## config.mk

```make
export PLATFORM = sky130hd
export DESIGN_NAME = obstacle_spawn_scheduler
export DESIGN_NICKNAME = d
export VERILOG_FILES = /design/src/rtl/obstacle_spawn_scheduler.sv
export SDC_FILE = /design/constraint.sdc
export NUM_CORES = 1
export LEC_CHECK = 0
export ABC_AREA = 1
export CELL_PAD_IN_SITES_DETAIL_PLACEMENT = 1
export CELL_PAD_IN_SITES_GLOBAL_PLACEMENT = 2
export CORE_MARGIN = 2
export CORE_UTILIZATION = 26
export DETAILED_ROUTE_END_ITERATION = 8
export GPL_TIMING_DRIVEN = 0
export PLACE_DENSITY_LB_ADDON = 0.1
export SLEW_MARGIN = 40
export SYNTH_ARGS = -nofsm -noshare
export SYNTH_HDL_FRONTEND = slang
export SYNTH_SLANG_ARGS = --single-unit
```

## constraint.sdc

```tcl
create_clock -name clk -period 1.9 [get_ports clk]
set_clock_uncertainty 0.05 [all_clocks]
set_input_delay 0.475 -clock clk [delete_from_list [all_inputs] [get_ports clk]]
set_output_delay 0.475 -clock clk [all_outputs]
set_load 0.02 [all_outputs]
```

## src/rtl/obstacle_spawn_scheduler.sv

```systemverilog
// obstacle_spawn_scheduler
//   Schedules obstacle spawns for the dinosaur game. Each interval is built
//   from the 4-bit LFSR value with forced-one LSBs ({rnd, 1111} = 15..255
//   frames). Frame ticks are counted, a spawn is requested over a
//   valid/ready handshake, and the LFSR is stepped once per new interval.
//
//   Optional build macro SPAWN_SPEEDUP_EN adds a 2-bit difficulty 'level'
//   input that shrinks each interval by a right shift. The result is clamped
//   to a floor of 2^FILL_W-1 frames.
module obstacle_spawn_scheduler #(
    parameter int RND_W  = 4,
    parameter int FILL_W = 4
) (
    input  logic                    clk,
    input  logic                    reset,
    input  logic                    run,
    input  logic                    frame_tick,
    input  logic [RND_W-1:0]        rnd_in,
`ifdef SPAWN_SPEEDUP_EN
    input  logic [1:0]              level,
`endif
    output logic                    rng_step,
    output logic                    spawn_valid,
    input  logic                    spawn_ready,
    output logic [RND_W+FILL_W-1:0] gap_out
);

    localparam int GAP_W = RND_W + FILL_W;

    typedef enum logic [1:0] {
        S_IDLE,
        S_LOAD,
        S_COUNT,
        S_SPAWN
    } state_t;

    state_t             r_state;
    state_t             w_next_state;
    logic [GAP_W-1:0]   r_count;
    logic [GAP_W-1:0]   r_gap;
    logic [GAP_W-1:0]   w_base_gap;
    logic [GAP_W-1:0]   w_load_gap;
    logic               w_last_tick;

    // Raw interval: random value in the MSBs, forced ones in the LSBs.
    assign w_base_gap = {rnd_in, {FILL_W{1'b1}}};

`ifdef SPAWN_SPEEDUP_EN
    localparam logic [GAP_W-1:0] MIN_GAP = GAP_W'((1 << FILL_W) - 1);
    logic [GAP_W-1:0] w_shift_gap;

    // Shorten the interval by difficulty, but never below the base minimum.
    assign w_shift_gap = w_base_gap >> level;
    assign w_load_gap  = (w_shift_gap < MIN_GAP) ? MIN_GAP : w_shift_gap;
`else
    assign w_load_gap = w_base_gap;
`endif

    // The tick that completes the interval; gap is always >= 15, so no wrap.
    assign w_last_tick = frame_tick && (r_count == r_gap - GAP_W'(1));

    // State, tick counter and interval registers.
    // NOTE: sequential state uses non-blocking (<=) so every register samples
    // the pre-edge values of its sources, independent of statement order.
    always_ff @(posedge clk) begin
        if (reset) begin
            r_state <= S_IDLE;
            r_count <= '0;
            r_gap   <= '0;
        end else begin
            r_state <= w_next_state;
            if (!run) begin
                // Leaving play: discard progress, keep the last interval.
                r_count <= '0;
            end else begin
                case (r_state)
                    S_LOAD: begin
                        r_gap   <= w_load_gap;
                        r_count <= '0;
                    end
                    S_COUNT: begin
                        if (frame_tick) begin
                            r_count <= r_count + GAP_W'(1);
                        end
                    end
                    default: begin
                    end
                endcase
            end
        end
    end

    // Next-state logic and Moore outputs.
    // NOTE: every signal driven here gets a default first, so no path can
    // leave one unassigned and infer a latch.
    always_comb begin
        w_next_state = r_state;
        rng_step     = (r_state == S_LOAD);
        spawn_valid  = (r_state == S_SPAWN);
        if (!run) begin
            w_next_state = S_IDLE;
        end else begin
            case (r_state)
                S_IDLE:  w_next_state = S_LOAD;
                S_LOAD:  w_next_state = S_COUNT;
                S_COUNT: if (w_last_tick) w_next_state = S_SPAWN;
                S_SPAWN: if (spawn_ready) w_next_state = S_LOAD;
                default: w_next_state = S_IDLE;
            endcase
        end
    end

    assign gap_out = r_gap;

endmodule

```

==> results of run 1 <==
-- worst max-delay path by stage --
stage / endpoint / slack, ns
CTS: gap_out[5] / 0.01
detailed placement: r_count[3]$_SDFFE_PP0P_ / -0.03
floorplan: r_state[0]$_SDFFE_PP0P_ / 0.23
global placement: r_count[3]$_SDFFE_PP0P_ / -0.004
finish: gap_out[7] / 0.08
global route: gap_out[7] / 0.007
-- report_power, final --
| part | total, uW | switching, uW | internal, uW |
|---|---|---|---|
| combinational | 144 | 80.9 | 62.9 |
| sequential | 335 | 11.2 | 324 |
| clock | 193 | 111 | 81.5 |
| total | 672 | 203 | 468 |
-- registers in the layout (all words and copies together), names as in the netlist --
name / flops
r_state: 2
gap_out: 5
r_count: 8
-- layout make-up --
cell class                 instances  area, um2
inverter                          22       82.6
fill                             448       2190
multi-input combinational        101        527
tap                               46       57.6
clock buffer                       4       26.3
sequential                        15        303
timing repair buffer              18        181
buffer                             3       22.5
-- stage by stage --
step / setup TNS (ns) / area [um2]
after global placement: -0.00438 / 1170
after detailed placement: -0.0476 / 1170
after global routing: 0 / 1200
after CTS: 0 / 1190
after floorplan: 0 / 932
final: 0 / 1200
-- layout by cell type, fill, tap and decap left out, types with 4 or more instances in the layout --
cell / n
a211oi_1: 6
a21oi_1: 7
clkdlybuf4s50_1: 10
dfxtp_1: 13
dlygate4sd2_1: 5
ha_1: 6
inv_1: 17
inv_2: 5
nand2_1: 37
nand3_1: 9
nor2_1: 20
nor2_2: 4
-- cell families (layout without fill, tap and decap cells) --
| logic type | after synthesis | after routing | synth area share (%) |
|---|---|---|---|
| buffers and inverters | 25 | 47 | 11.3 |
| adder cells (fa/ha/maj) | 6 | 6 | 8.05 |
| flip-flops | 15 | 15 | 32.2 |
| AO/OA/AOI/OAI | 19 | 19 | 12.8 |
| AND/OR/NAND/NOR | 76 | 76 | 35.7 |
-- routing by layer --
layer / GRT usage, % / vias to the layer above / part of all wire (%)
li1: - / 494 / -
met1: 16.1 / 422 / 47
met2: 23.0 / 10 / 48
met3: 2.64 / 2 / 3.5
met4: 4.89 / 0 / 0.93
met5: 0 / - / 0
-- timing repair --
action	4_1_cts	5_1_grt
resized for setup	6	4
endpoints found under the setup margin	6	4
setup buffers	0	0
==> key figures, run 1 <==
Pwr
  • Power Total: roughly 670 uW
  • P_leak: 0.000572 uW
  • Peak supply drop: between 0.0002 and 0.00025 V
  • Pwr per Cell Area: 560 nW/um2

Timing
  • Hold WS: between 0.4 and 0.5 ns
  • Final WS setup: approximately 0.076 ns
  • RSZ-0062 raised after global routing: false
  • Pins Over Slew Limit: 0
  • Maximum clock rate: around 550 MHz
  • Final Hold Viols: 0
  • Slew margin rel.: about four fifths
  • Period utilisation layout: a little over nine tenths
  • Worst Max-Slew Pin Slew: between 0.3 and 0.4 ns
  • Finish-stage setup viols: 0
  • Minimum clock period: between 1.5 and 2 ns

Yosys
  • Syn_area_per_cell: 6.61 um2
  • Synthesis Warnings: 0
  • Synth area leaders: dfxtp_1 32%, nand2_1 15%, ha_1 8.1%, nor2_1 8.1%, inv_1 6.8%
  • Most frequent cell after synthesis: nand2_1
  • Synth cell count leaders: 37 x nand2_1, 20 x nor2_1, 17 x inv_1
  • Syn Std Cell Area: about 930 um2
  • Post-Synthesis Net Count: approximately 160
  • Number of synthesized flops with an enable pin: 0
  • Sequential share of the synthesized area: about a third
  • Area share of the largest cell type after synthesis: around a third
  • #FFs+latches synth: 15
  • Cell accounting for the most synthesized area: dfxtp_1
  • Gate Count Post-Synth: roughly 140
  • Synth async-reset ratio: 0%
  • Synth Flop Type: dfxtp_1
  • Netlist cell types: 19

Setup path
  • FF-to-FF End: r_state[1]$_SDFFE_PP0P_
  • CP startpoint: gap_out[7]$_SDFFE_PP0P_
  • Req. time, crit path: around 1.4 ns
  • Critical path depth: 1
  • CP max stage delay: ~0.62 ns
  • RR Startpoint: gap_out[3]$_SDFFE_PP0P_
  • Crit start category: flop
  • Max FO, Critical Path: 4
  • R2R Setup Slk: ~0.22 ns
  • FF-to-FF path depth: 12
  • Critical path buffers and inverters: 1
  • Critical setup path kind: flop to primary output
  • Top delay family on crit path: buffers and inverters
  • Slowest CP cell: clkdlybuf4s50_1
  • CP arrival: about 1.3 ns
  • CP Capture Type: primary output
  • Crit path cell chain: clkdlybuf4s50_1

Die
  • Die area: between 4000 and 5000 um2
  • Initial Util: roughly 28%
  • Core ar.: between 3000 and 4000 um2
  • Die height: 63.9 um
  • Width of the die: 63.9 um
  • Row Count: 21
  • Top Ports: 19

Clock network
  • Clock buffer depth: 2
  • Hold buffer count at CTS: 0
  • Skew-Pair Late Insertion Delay: ~0.28 ns
  • TritonCTS clock tree: built
  • H-tree levels: 1
  • Reg clk slew, reported paths: around 0.10 ns
  • Num CTS Buffers: 3
  • CTS sink count: 15
  • CTS Root Cell: clkbuf_4

Cells and area
  • Net count, final: roughly 180
  • Syn-to-layout area delta: 28.7%
  • Layout Utilization: between 30 and 40%
  • Diode count: 0
  • Share of layout cells above drive strength 1: 13.5%
  • Final Non-Filler Cells: 209

Route
  • WL per Instance: roughly 11 um
  • DRT antenna net count: 0
  • Iteration-0 DRC Markers: 29
  • First-pass DRT Iterations: 4
  • Via density: between 4 and 5
  • DR DRC count: 0
  • Routed WL: around 2400 um
  • Routed vias: a little over 900

GRT
  • Initial antenna violation count: 0
  • Global route overflow: 0
  • First-pass GRT wire length: roughly 4300 um
  • Number of global-route vias before repair: 953
  • Largest net degree at the start of global routing: 10
  • GRT Total Usage: between 10% and 20%

Placed design
  • DP Cell Count: 205
  • Hpwl dp: roughly 2000 um
  • Port Buffers: 18
  • Final GP Congestion: 0.776
  • Worst slack at placement: -0.0331 ns

Hold path
  • Worst hold path stage count: 2
  • Hold endpoint: r_count[1]$_SDFFE_PP0P_
  • HP Start: r_count[1]$_SDFFE_PP0P_
  • HP Class: flop to flop

Run
  • Max Cap Viol: 0

Run status
  • Outcome: completed
No activity file was read; power rests on OpenSTA's default activity.
==> inputs of run 2 (changes only) <==
--- a/config.mk
+++ b/config.mk
@@ -12,7 +12,7 @@
 export CORE_UTILIZATION = 26
 export DETAILED_ROUTE_END_ITERATION = 8
 export GPL_TIMING_DRIVEN = 0
-export PLACE_DENSITY_LB_ADDON = 0.1
+export PLACE_DENSITY_LB_ADDON = 0.08
 export SLEW_MARGIN = 40
 export SYNTH_ARGS = -nofsm -noshare
 export SYNTH_HDL_FRONTEND = slang
==> constraint.sdc (replaced) <==
create_clock -name clk -period 1.9 [get_ports clk]
set_clock_uncertainty 0.05 [all_clocks]
set_input_delay 0.19 -clock clk [delete_from_list [all_inputs] [get_ports clk]]
set_output_delay 0.19 -clock clk [all_outputs]
set_load 0.02 [all_outputs]
==> run 2 against run 1 <==
- utilization increased by 0.074 points
- critical endpoint is now r_state[1]$_SDFFE_PP0P_
- combinational power grew 3%
- global-route usage increased by 0.23 points
- non-clock buffer count stayed put
- critical path depth up 11
- count of clock-buffer cells in the layout did not move
- critical path type is now flop to flop
- sequential share of layout area shrank 0.16 points
==> key figures, run 2 (synthesis gave the netlist of run 1 again) <==
GRT
  • Largest net degree at the start of global routing: 10 (unchanged)
  • Initial antenna violation count: 0 (unchanged)
  • GRT Total Usage: 13.5% (was 13.3%)
  • Number of global-route vias before repair: 1,002 (was 953)
  • Global route overflow: 0 (unchanged)
  • First-pass GRT wire length: 4320 um (was 4260 um)

Setup path
  • CP arrival: 1.81 ns (was 1.30 ns)
  • Max FO, Critical Path: 7 (was 4)
  • R2R Setup Slk: 0.23 ns (was 0.22 ns)
  • Crit start category: flop (unchanged)
  • Req. time, crit path: 2.04 ns (was 1.37 ns)
  • FF-to-FF End: r_state[1]$_SDFFE_PP0P_ (unchanged)
  • CP Capture Type: flop (was primary output)
  • Critical setup path kind: flop to flop (was flop to primary output)
  • CP startpoint: gap_out[3]$_SDFFE_PP0P_ (was gap_out[7]$_SDFFE_PP0P_)
  • RR Startpoint: gap_out[3]$_SDFFE_PP0P_ (unchanged)
  • FF-to-FF path depth: 12 (unchanged)
  • Worst setup endpoint: r_state[1]$_SDFFE_PP0P_ (was gap_out[7])

Cells and area
  • Diode count: 0 (unchanged)
  • Syn-to-layout area delta: 29.0% (was 28.7%)
  • Layout Utilization: 35.5% (was 35.4%)
  • Largest Register: r_count (unchanged)
  • Most frequent cells in the layout: 37 x nand2_1, 20 x nor2_1, 17 x inv_1, 16 x clkdlybuf4s50_1, 14 x dfxtp_1 (was 37 x nand2_1, 20 x nor2_1, 17 x inv_1, 13 x dfxtp_1, 10 x clkdlybuf4s50_1)
  • Final Non-Filler Cells: 209 (unchanged)
  • Largest register FFs: 8 (unchanged)
  • Most common cell after layout, fill and taps aside: nand2_1 (unchanged)
  • Net count, final: 179 (unchanged)
  • Share of layout cells above drive strength 1: 12.9% (was 13.5%)

Route
  • DR DRC count: 0 (unchanged)
  • WL per Instance: 11.5 um (was 11.3 um)
  • Iteration-0 DRC Markers: 19 (was 29)
  • Routed WL: 2410 um (was 2370 um)
  • Via density: 4.46 (was 4.44)
  • First-pass DRT Iterations: 3 (was 4)
  • Routed vias: 933 (was 928)
  • DRT antenna net count: 0 (unchanged)

Placed design
  • Final GP Congestion: 0.760 (was 0.776)
  • DP Cell Count: 205 (unchanged)
  • Hpwl dp: 2020 um (was 1970 um)
  • Worst slack at placement: 0.122 ns (was -0.0331 ns)
  • Port Buffers: 18 (unchanged)

Clock network
  • Clock buffer depth: 2 (unchanged)
  • Skew-Pair Late Insertion Delay: 0.29 ns (was 0.28 ns)
  • Reg clk slew, reported paths: 0.10 ns (about the same)
  • CTS Root Cell: clkbuf_4 (unchanged)
  • H-tree levels: 1 (unchanged)
  • Num CTS Buffers: 3 (unchanged)
  • Setup repair bufs after CTS: 0 (unchanged)
  • CTS sink count: 15 (unchanged)
  • TritonCTS clock tree: built (unchanged)

Die
  • Die height: 63.9 um (unchanged)
  • Row Count: 21 (unchanged)
  • Width of the die: 63.9 um (unchanged)
  • Die area: 4080 um2 (unchanged)
  • Initial Util: 27.5% (unchanged)
  • Core ar.: 3390 um2 (unchanged)
  • Top Ports: 19 (unchanged)

Timing
  • Finish-stage setup viols: 0 (unchanged)
  • RSZ-0062 raised after global routing: false (unchanged)
  • Slew margin rel.: 79.7% (was 78.8%)
  • Minimum clock period: 1.67 ns (was 1.82 ns)
  • Period utilisation layout: 87.7% (was 96.0%)
  • Worst Max-Slew Pin Slew: 0.303 ns (was 0.317 ns)
  • Setup tns final: 0 ns (unchanged)
  • Maximum clock rate: 600 MHz (was 548 MHz)
  • Final WS setup: 0.234 ns (was 0.0756 ns)
  • Final Hold Viols: 0 (unchanged)
  • Pins Over Slew Limit: 0 (unchanged)

Hold path
  • HP Class: input port to flop (was flop to flop)
  • HP Start: rnd_in[0] (was r_count[1]$_SDFFE_PP0P_)

Run status
  • Outcome: completed (unchanged)

Pwr
  • Peak supply drop: 0.000275 V (was 0.000246 V)
  • P_leak: 0.000533 uW (was 0.000572 uW)
  • Power Total: 680 uW (was 672 uW)
  • Pwr per Cell Area: 566 nW/um2 (was 560 nW/um2)

Run
  • Max Cap Viol: 0 (unchanged)
run 2: final cells by class:
type	instances	area, um2
fillers	442	2190
flip-flops and latches	15	302
repair buffers	18	185
multi-input cells	101	527
plain buffers	3	22.5
inverters	22	82.6
well taps	46	57.6
clock buffers	4	26.3
run 2: worst max-delay path, stage by stage, from the launching register on:
cell and delay, ns:
dfxtp_2 0.40, inv_2 0.07, ha_1 0.31, nand2_1 0.07, inv_1 0.04, nor2_2 0.06
nand3_1 0.08, nor2_1 0.10, nand3_1 0.10, nand2_2 0.11, nand3_1 0.08, nand2_1 0.06
nor2_1 0.04
run 2: per-layer routing:
metal / global-route usage, % / up-vias / wire length [um]
met3: 4.23 / 2 / 111
met5: 0 / - / 0
met1: 15.2 / 421 / 1080
li1: - / 495 / -
met4: 3.26 / 0 / 13
met2: 24.5 / 15 / 1200
run 2: worst min-delay path by stage:
stage,slack (ns),cells after the start,to
floorplan,0.21,1,gap_out[3]$_SDFFE_PP0P_
finish,0.44,3,gap_out[4]$_SDFFE_PP0P_
detailed placement,0.46,2,r_count[1]$_SDFFE_PP0P_
CTS,0.42,3,gap_out[4]$_SDFFE_PP0P_
global placement,0.44,2,r_count[1]$_SDFFE_PP0P_
global route,0.43,3,gap_out[5]$_SDFFE_PP0P_
run 2: stage by stage:
stage,instance area [um2],hold slack [ns]
after global routing,1200,0.425
final,1200,0.435
after CTS,1200,0.422
after floorplan,932,0.209
after detailed placement,1170,0.455
after global placement,1170,0.442
run 2: timing repair:
action,in CTS,in global routing
hold buffers,0,0
endpoints found under the setup margin,0,3
gates resized for setup,0,3
run 2: power breakdown:
| part | switching, uW | total, uW | internal, uW |
|---|---|---|---|
| Sequential | 11.2 | 335 | 324 |
| Clock | 115 | 197 | 81.6 |
| Combinational | 81.3 | 149 | 67.2 |
